==> src/rtl/fifo_pkg.sv <==
// fifo_pkg: shared definitions for the parametrised FIFO.
//   state_t        3-bit status state encoding
//   INIT..RDWR     state constants (3'b111 is unused)
//   addr_width()   pointer width derived from the FIFO depth
package fifo_pkg;

  typedef logic [2:0] state_t;

  localparam state_t INIT     = 3'b000;
  localparam state_t NO_OP    = 3'b001;
  localparam state_t WRITE    = 3'b010;
  localparam state_t WR_ERROR = 3'b011;
  localparam state_t READ     = 3'b100;
  localparam state_t RD_ERROR = 3'b101;
  localparam state_t RDWR     = 3'b110;

  // A depth of 1 would give a zero-width pointer; clamp to one bit.
  function automatic int addr_width(input int depth);
    return (depth > 1) ? $clog2(depth) : 1;
  endfunction

endpackage

==> src/rtl/fifo_mem.sv <==
// fifo_mem: DEPTH x DATA_WIDTH storage array for fifo_param.
//   clk      clock, rising edge
//   reset    synchronous active-high; clears only the read data register
//   wr_en    write strobe; wr_data is stored at wr_addr
//   wr_addr  write address
//   wr_data  write data
//   rd_en    read strobe; rd_data is loaded from rd_addr at the same edge
//   rd_addr  read address
//   rd_data  registered read data, holds when rd_en is low
// Storage has no reset. A read and write to the same address in one cycle
// returns the old contents (read-before-write), which the full-FIFO
// simultaneous read/write case depends on.
module fifo_mem #(
  parameter int DATA_WIDTH = 32,
  parameter int DEPTH      = 8,
  parameter int ADDR_WIDTH = 3
) (
  input  logic                  clk,
  input  logic                  reset,
  input  logic                  wr_en,
  input  logic [ADDR_WIDTH-1:0] wr_addr,
  input  logic [DATA_WIDTH-1:0] wr_data,
  input  logic                  rd_en,
  input  logic [ADDR_WIDTH-1:0] rd_addr,
  output logic [DATA_WIDTH-1:0] rd_data
);

  logic [DATA_WIDTH-1:0] mem [DEPTH];

  always_ff @(posedge clk) begin
    if (wr_en) begin
      mem[wr_addr] <= wr_data;
    end
  end

  always_ff @(posedge clk) begin
    if (reset) begin
      rd_data <= '0;
    end else if (rd_en) begin
      rd_data <= mem[rd_addr];
    end
  end

endmodule

==> src/rtl/fifo_param.sv <==
// fifo_param: parametrised synchronous FIFO with registered status state
// and one-cycle ack/error pulses.
//   clk           clock, rising edge
//   reset         synchronous active-high; discards all entries
//   wr_en, din    write request and data
//   rd_en         read request
//   dout          registered read data, valid with rd_ack
//   data_count    occupancy 0..DEPTH
//   full, empty   decodes of data_count
//   wr_ack/wr_err previous-cycle write accepted / rejected
//   rd_ack/rd_err previous-cycle read accepted / rejected
//   state         status state (see fifo_pkg)
//   almost_full, almost_empty  present only when FIFO_ALMOST_FLAGS_EN is defined
// Build option: `define FIFO_ALMOST_FLAGS_EN to add the almost_* flags.
module fifo_param
  import fifo_pkg::*;
#(
  parameter int DATA_WIDTH      = 32,
  parameter int DEPTH           = 8,
  parameter int ADDR_WIDTH      = addr_width(DEPTH),
  parameter int ALMOST_FULL_TH  = DEPTH - 2,
  parameter int ALMOST_EMPTY_TH = 2
) (
  input  logic                  clk,
  input  logic                  reset,
  input  logic                  wr_en,
  input  logic                  rd_en,
  input  logic [DATA_WIDTH-1:0] din,
`ifdef FIFO_ALMOST_FLAGS_EN
  output logic                  almost_full,
  output logic                  almost_empty,
`endif
  output logic [DATA_WIDTH-1:0] dout,
  output logic [ADDR_WIDTH:0]   data_count,
  output logic                  full,
  output logic                  empty,
  output logic                  wr_ack,
  output logic                  wr_err,
  output logic                  rd_ack,
  output logic                  rd_err,
  output state_t                state
);

  localparam logic [ADDR_WIDTH:0] FULL_COUNT = (ADDR_WIDTH + 1)'(DEPTH);

  logic [ADDR_WIDTH-1:0] wr_ptr;
  logic [ADDR_WIDTH-1:0] rd_ptr;
  logic                  rd_accept;
  logic                  wr_accept;

  assign full  = (data_count == FULL_COUNT);
  assign empty = (data_count == '0);

`ifdef FIFO_ALMOST_FLAGS_EN
  localparam logic [ADDR_WIDTH:0] AF_COUNT = (ADDR_WIDTH + 1)'(ALMOST_FULL_TH);
  localparam logic [ADDR_WIDTH:0] AE_COUNT = (ADDR_WIDTH + 1)'(ALMOST_EMPTY_TH);
  assign almost_full  = (data_count >= AF_COUNT);
  assign almost_empty = (data_count <= AE_COUNT);
`endif

  // A read frees a slot in the same cycle, so a full FIFO still accepts a
  // write when a read is accepted alongside it. An empty FIFO never
  // forwards din to dout.
  assign rd_accept = rd_en && !empty;
  assign wr_accept = wr_en && (!full || rd_accept);

  fifo_mem #(
    .DATA_WIDTH(DATA_WIDTH),
    .DEPTH     (DEPTH),
    .ADDR_WIDTH(ADDR_WIDTH)
  ) u_mem (
    .clk    (clk),
    .reset  (reset),
    .wr_en  (wr_accept),
    .wr_addr(wr_ptr),
    .wr_data(din),
    .rd_en  (rd_accept),
    .rd_addr(rd_ptr),
    .rd_data(dout)
  );

  // Pointers wrap naturally at DEPTH because DEPTH is a power of two.
  always_ff @(posedge clk) begin
    if (reset) begin
      wr_ptr     <= '0;
      rd_ptr     <= '0;
      data_count <= '0;
    end else begin
      if (wr_accept) wr_ptr <= wr_ptr + 1'b1;
      if (rd_accept) rd_ptr <= rd_ptr + 1'b1;
      case ({wr_accept, rd_accept})
        2'b10:   data_count <= data_count + 1'b1;
        2'b01:   data_count <= data_count - 1'b1;
        default: data_count <= data_count;
      endcase
    end
  end

  // Status FSM: the next state reflects this cycle's request outcome and
  // does not depend on the current state, except that the unused 3'b111
  // encoding always recovers to NO_OP.
  always_ff @(posedge clk) begin
    if (reset) begin
      state  <= INIT;
      wr_ack <= 1'b0;
      wr_err <= 1'b0;
      rd_ack <= 1'b0;
      rd_err <= 1'b0;
    end else begin
      wr_ack <= wr_accept;
      wr_err <= wr_en && !wr_accept;
      rd_ack <= rd_accept;
      rd_err <= rd_en && !rd_accept;
      if (state == 3'b111)             state <= NO_OP;
      else if (wr_accept && rd_accept) state <= RDWR;
      else if (rd_en && !rd_accept)    state <= RD_ERROR;
      else if (wr_accept)              state <= WRITE;
      else if (wr_en)                  state <= WR_ERROR;
      else if (rd_accept)              state <= READ;
      else                             state <= NO_OP;
    end
  end

endmodule

==> config.mk <==
export PLATFORM = sky130hd
export DESIGN_NAME = fifo_param
export DESIGN_NICKNAME = d
export VERILOG_FILES = /design/src/rtl/fifo_pkg.sv /design/src/rtl/fifo_mem.sv /design/src/rtl/fifo_param.sv
export SDC_FILE = /design/constraint.sdc
export NUM_CORES = 1
export LEC_CHECK = 0
export ABC_AREA = 1
export BUFFER_PORTS_ARGS = -buffer_cell sky130_fd_sc_hd__buf_2
export CORE_ASPECT_RATIO = 0.75
export CORE_MARGIN = 4
export CORE_UTILIZATION = 58
export CTS_CLUSTER_DIAMETER = 100
export CTS_CLUSTER_SIZE = 28
export DETAILED_ROUTE_END_ITERATION = 12
export PLACE_DENSITY = 0.77
export SLEW_MARGIN = 5
export SYNTH_ARGS = -nofsm -noshare
export SYNTH_HDL_FRONTEND = slang
export SYNTH_SLANG_ARGS = --single-unit
==> constraint.sdc <==
create_clock -name clk -period 6.85 [get_ports clk]
set_input_delay 1.0275 -clock clk [delete_from_list [all_inputs] [get_ports clk]]
set_output_delay 1.0275 -clock clk [all_outputs]
set_load 0.02 [all_outputs]
==> impl_results.md, run 1 <==
- RSZ-0062 raised after global routing: no
- Clock Pin Slew Worst Setup and Hold Paths: about 0.11 ns
- Placed cell areas: around 0.013 mm2
- CP required: 6.96 ns
- Inst Count DP: around 1300
- Largest area contributor in the synthesized netlist: edfxtp_1
- CTS root buf: clkbuf_16
- Layout cells sized above 1: 11.7%
- CP Class: input pin to flop
- Arrival @ worst endpoint: about 2.9 ns
- Routed len/inst: around 18 um
- GP Congestion: between 0.8 and 0.9
- Simple-Gate Fraction of Synth Area: a little under an eighth
- Most frequent CP cell: inv_1
- Post-Syn Nets: between 1000 and 1500
- Post-layout util: about 64%
- Mux cell area share after synthesis: 0%
- Pre-CTS setup slack: around 3.6 ns
- First-pass GRT wire length: roughly 37000 um
- CORE AREA: between 0.02 and 0.025 mm2
- Antenna-violating nets left: 0
- Syn Std Cell Area: 0.0120 mm2
- Max Cap Violations: 0
- Run status: finished clean
- Slew Limit Fails: 0
- Adder-cell share of the synthesized area: 0.583%
- Clock Skew: 0.0163 ns
- Vias: approximately 7400
- Xor and xnor area share after synthesis: 0.0729%
- Peak supply drop: 0.184 mV
- Hold Path Class: flop to flop
- Crit path cell chain: buf_2 -> inv_1 -> nand3_1 -> nand2_2 -> inv_1 -> nand2_1 -> nor2_4
- Initial Util: around three fifths
- Synth warnings: 0
- Yosys cell types: 29
- Iter 0 DRT Violations: 800
- Vias in the first global route: between 6000 and 7000
- Detailed-router iteration count before antenna repair: 5
- Post-cts repair resize count: 0
- Yosys reg bits: 305
- Main synth FF type: edfxtp_1
- Setup bufs post-CTS: 0
- Final Power: between 4 and 5 mW
- P per Cell Area: between 300 and 400 mW/mm2
- Chip height: approximately 130 um
- Post-synth EDFFs: approximately 260
- Gr usage total: 19.6%
- # rows: 45
- Layout net count: 1061
- Num ports: between 80 and 90
- Post-Route WL: 23200 um
- Hold buffer count at cts: 0
- Routed vias/inst: 5.64
- Slowest cell on crit path: nor2_4
- Critical Path Start Type: input pin
- Worst slew pin tran: 1.17 ns
- Share of synthesized flip-flops with an asynchronous set or reset: 0%
- Setup WS post-layout: approximately 4.1 ns
- Die W: ~170 um
- CTS tree: done
- Seq/Total Area, Yosys: 72.1%
- H-tree levels: 1
- Synth area leaders: edfxtp_1 (64%), dfxtp_1 (8.2%), nor2_1 (7.5%)
- Longest Clk Path Bufs: 3
- Clock sinks: roughly 310
- Final Setup Violations: 0
- Worst path max stage delay: between 0.9 and 1 ns
- Most frequent cells in the layout: edfxtp_1 (256), nor2_1 (232), o21ai_0 (105), buf_2 (80), nand2_1 (55)
- Endpoint type of the worst setup path: flop
- Final hold vios: 0
- Share of the synthesized area in the top cell type: 64.0%
- Port Buf Inserts: 80
- Filler cells: 1503
- Area Overhead vs Synth: 7.58%
- Design area: 0.0129 mm2
- Worst-Skew Late Latency: between 0.4 and 0.5 ns
- Hold_ws: 0.512 ns
- Largest family of logic cells by synthesized area: compound AO/OA/AOI/OAI gates
- Grt ovf: 0
- Largest net degree at the start of global routing: 99
- Fin cells: about 1300
- Setup TNS: 0 ns
- Syn_area_per_cell: 12.3 um2
- Relative slew slack: 21.8%
- Synth Area in Compound Gates: between 10% and 20%
- CP max FO: 32
- Final worst-path cycle share: around two fifths
- DIE AREA: 0.0231 mm2
- Cts bufs inserted: 14
- Initial antenna violation count: 1
- Post-Syn Instances: approximately 980
- Leakage: about 4.6 nW
- Min Tclk post-route: approximately 2.7 ns
- FMAX: about 370 MHz
- Remaining DRCs: 0
- Commonest non-fill, non-tap cell in the layout: edfxtp_1
- Post-DP HPWL: 12800 um
power by group:
| group | switching [mW] | internal (mW) | total, mW |
|---|---|---|---|
| logic | 0.850 | 0.408 | 1.26 |
| registers | 0.0810 | 2.16 | 2.24 |
| clock network | 0.525 | 0.414 | 0.938 |
Yosys cell counts (3+ instances only):
cell type	count
a21boi_1	32
a21oi_1	9
buf_2	18
buf_4	10
buf_6	10
clkbuf_1	22
dfxtp_1	49
edfxtp_1	256
ha_1	4
inv_1	18
nand2_1	55
nand2_2	3
nand3_1	44
nor2_1	240
o211ai_1	32
o21a_1	32
o21ai_0	105
o21ai_1	27
path summary, 6_finish.rpt:
path | from | endpoint | slack, ns | depth (start not counted)
worst max-delay path | rd_en | u_mem.mem[2][14] | 4.11 | 7
worst max register to register | data_count[1] | u_mem.mem[2][14] | 4.27 | 6
worst min register to register | wr_ptr[0] | wr_ptr[0] | 0.51 | 2
worst min-delay path | wr_ptr[0] | wr_ptr[0] | 0.51 | 2
area by class of cell:
class,count,area [um2],area share (%)
inverters,22,86.3,0.668
repair buffers,86,445,3.44
clock buffers,23,405,3.14
multi-input cells,591,2960,22.9
well taps,282,353,2.73
flip-flops and latches,305,8670,67.1
diodes,1,2.50,0.0194
clock inverters,1,5.00,0.0387
critical path: cells and delay by family:
kind	cells	cell delay, ns
simple gates	4	1.47
buf+inv	3	0.33
flip-flops by register name, summed over array words and instances (netlist names):
name / flops
u_mem.mem: 256
wr_ptr: 3
state: 3
data_count: 4
u_mem.rd_data: 32
rd_ack: 1
rd_ptr: 3
wr_err: 1
rd_err: 1
wr_ack: 1
routing by layer:
| metal | share of wire [%] | up-vias | global-route usage, % |
|---|---|---|---|
| li1 | - | 3550 | - |
| met1 | 44 | 3543 | 28.9 |
| met2 | 47 | 269 | 32.0 |
| met3 | 7.1 | 33 | 2.77 |
| met4 | 1.7 | 0 | 3.78 |
| met5 | 0 | - | 0 |
cells by family (layout without fill, tap and decap cells):
| logic type | Yosys count | after routing |
|---|---|---|
| AOI/OAI and AO/OA | 238 | 238 |
| other | 0 | 1 |
| and+or+nand+nor | 347 | 347 |
| adders and majority gates | 5 | 5 |
| xor gates and xnor gates | 1 | 1 |
| buffers and inverters | 83 | 132 |
| DFF | 305 | 305 |
No activity file was read; power rests on OpenSTA's default activity.
==> inputs of run 2 (changes only) <==
==> constraint.sdc (replaced) <==
create_clock -name clk -period 2.6 [get_ports clk]
set_input_delay 0.39 -clock clk [delete_from_list [all_inputs] [get_ports clk]]
set_output_delay 0.39 -clock clk [all_outputs]
set_load 0.02 [all_outputs]
==> run 2 against run 1 <==
Compared with the run above: combinational power increased to 2.8 times the previous value; hold slack got worse by 0.35 ns; register-to-register slack got worse by 3.6 ns; via count increased by 0.93%; die area unchanged; count of clock-buffer cells in the layout unchanged; highest routed layer unchanged; critical endpoint is now u_mem.mem[4][19]; first-iteration DRC count increased by 1.4%; critical path depth unchanged.
==> impl_results.md, run 2 (synthesized netlist as in run 1, its figures left out) <==
- Reg with most FFs: u_mem.mem
- First-pass GRT wire length: between 30000 and 40000 um
- Fin cells: 1328
- Run status: finished clean
- Critical Path Start Type: flop
- Worst-Skew Late Latency: ~0.50 ns
- Slew Limit Fails: 0
- Critical path depth in cells: 7
- Num ports: roughly 80
- FMAX: between 500 and 600 MHz
- Worst Hold Path Cells: 1
- CP required: approximately 2.8 ns
- Antenna-violating nets left: 0
- Hold buffer count at cts: 0
- Layout net count: 1079
- CTS tree: done
- Gr usage total: around a fifth
- Hold Path Class: input pin to flop
- Iter 0 DRT Violations: ~800
- # rows: 45
- Leakage: 4.71 nW
- Port Buf Inserts: 80
- Largest regs: u_mem.mem (256), u_mem.rd_data (32), data_count (4)
- Filler cells: roughly 1500
- Relative slew slack: between 50% and 60%
- RSZ-0062 raised after global routing: no
- Post-Route WL: roughly 24000 um
- Clock sinks: 305
- Final Setup Violations: 0
- Clock Pin Slew Worst Setup and Hold Paths: 0.10 ns
- Vias in the first global route: 7131
- CORE AREA: between 0.02 and 0.025 mm2
- Max Cap Violations: 0
- Vias: 7464
- Buffers and inverters on the worst path: 2
- Longest Clk Path Bufs: 3
- Max reg flops: around 260
- Area of the multi-input gates: approximately 0.0030 mm2
- Routed len/inst: roughly 18 um
- GP Congestion: around 0.8
- Min Tclk post-route: ~2.0 ns
- Largest net degree at the start of global routing: 130
- Grt ovf: 0
- Die W: around 170 um
- Cell family with most CP delay: simple AND/OR/NAND/NOR gates
- Register area: 0.00867 mm2
- Area Overhead vs Synth: 9.72%
- CTS root buf: clkbuf_16
- Arrival @ worst endpoint: ~2.1 ns
- H-tree levels: 1
- Worst slew pin tran: 0.600 ns
- Setup bufs post-CTS: 0
- Peak supply drop: 0.741 mV
- Crit path cell chain: nor2_2 -> nand3_1 -> nand2_2 -> inv_1 -> nand2_1 -> nor2_4 -> buf_4
- Worst path max stage delay: 0.47 ns
- Detailed-router iteration count before antenna repair: 5
- Cts bufs inserted: 14
- Layout cells sized above 1: roughly an eighth
- Commonest non-fill, non-tap cell in the layout: edfxtp_1
- Post-cts repair resize count: 0
- Setup TNS: 0 ns
- Initial antenna violation count: 0
- Routed vias/inst: between 5 and 6
- Chip height: 133 um
- Most frequent cells in the layout: edfxtp_1 (256), nor2_1 (232), o21ai_0 (105), buf_2 (80), nand2_1 (55)
- Hold_ws: ~0.16 ns
- Endpoint type of the worst setup path: flop
- Remaining DRCs: 0
- Final worst-path cycle share: 75.3%
- Initial Util: around 59%
- DIE AREA: roughly 0.023 mm2
- CP Class: flop to flop
- Final hold vios: 0
- CP max FO: 16
- P per Cell Area: 902 mW/mm2
- Slowest cell on crit path: dfxtp_1
- N_diodes: 0
- Post-DP HPWL: roughly 14000 um
- Clock Skew: 0.0130 ns
- Inst Count DP: 1304
- R2R depth: 7
[run 2: metal layers]
layer  routed length [um]  share of wire, %  vias up  track usage (%)
met2                11400                47      258             33.5
met1                10700                45     3592             29.5
met3                 1580               6.6       26             3.37
met4                  375               1.6        0             4.40
met5                    0                 0        -                0
li1                     -                 -     3588                -
[run 2: where the power goes]
part | switching [mW] | leakage (nW) | total, mW | internal (mW)
sequential | 0.165 | 2.73 | 5.84 | 5.67
combinational | 2.38 | 1.78 | 3.57 | 1.19
clock | 1.39 | 0.198 | 2.48 | 1.09
[run 2: path summary, 6_finish.rpt]
| path | to | startpoint | slack, ns |
|---|---|---|---|
| max | u_mem.mem[4][19] | data_count[1] | 0.64 |
| min | u_mem.mem[0][28] | din[28] | 0.16 |
| max reg2reg | u_mem.mem[4][19] | data_count[1] | 0.64 |
| min reg2reg | wr_ptr[0] | wr_ptr[0] | 0.50 |
[run 2: area by class of cell]
cell class,count,area share [%]
Sequential cell,305,65.8
Timing Repair Buffer,104,5.35
Clock buffer,23,3.07
Clock inverter,1,0.0380
Multi-Input combinational cell,591,22.4
Tap cell,282,2.68
Inverter,22,0.655
[run 2: metrics by stage]
step / power [mW] / setup slack [ns] / cell area (um2) / utilization (%)
after floorplan: 8.59 / -0.207 / 12000 / -
after global placement: 9.42 / 0.632 / 12800 / 62.9
after detailed placement: 9.53 / 0.556 / 12800 / 62.9
after CTS: 12.0 / 0.653 / 13200 / 64.9
after global routing: 12.6 / 0.524 / 13200 / 64.9
final: 11.9 / 0.643 / 13200 / 64.9
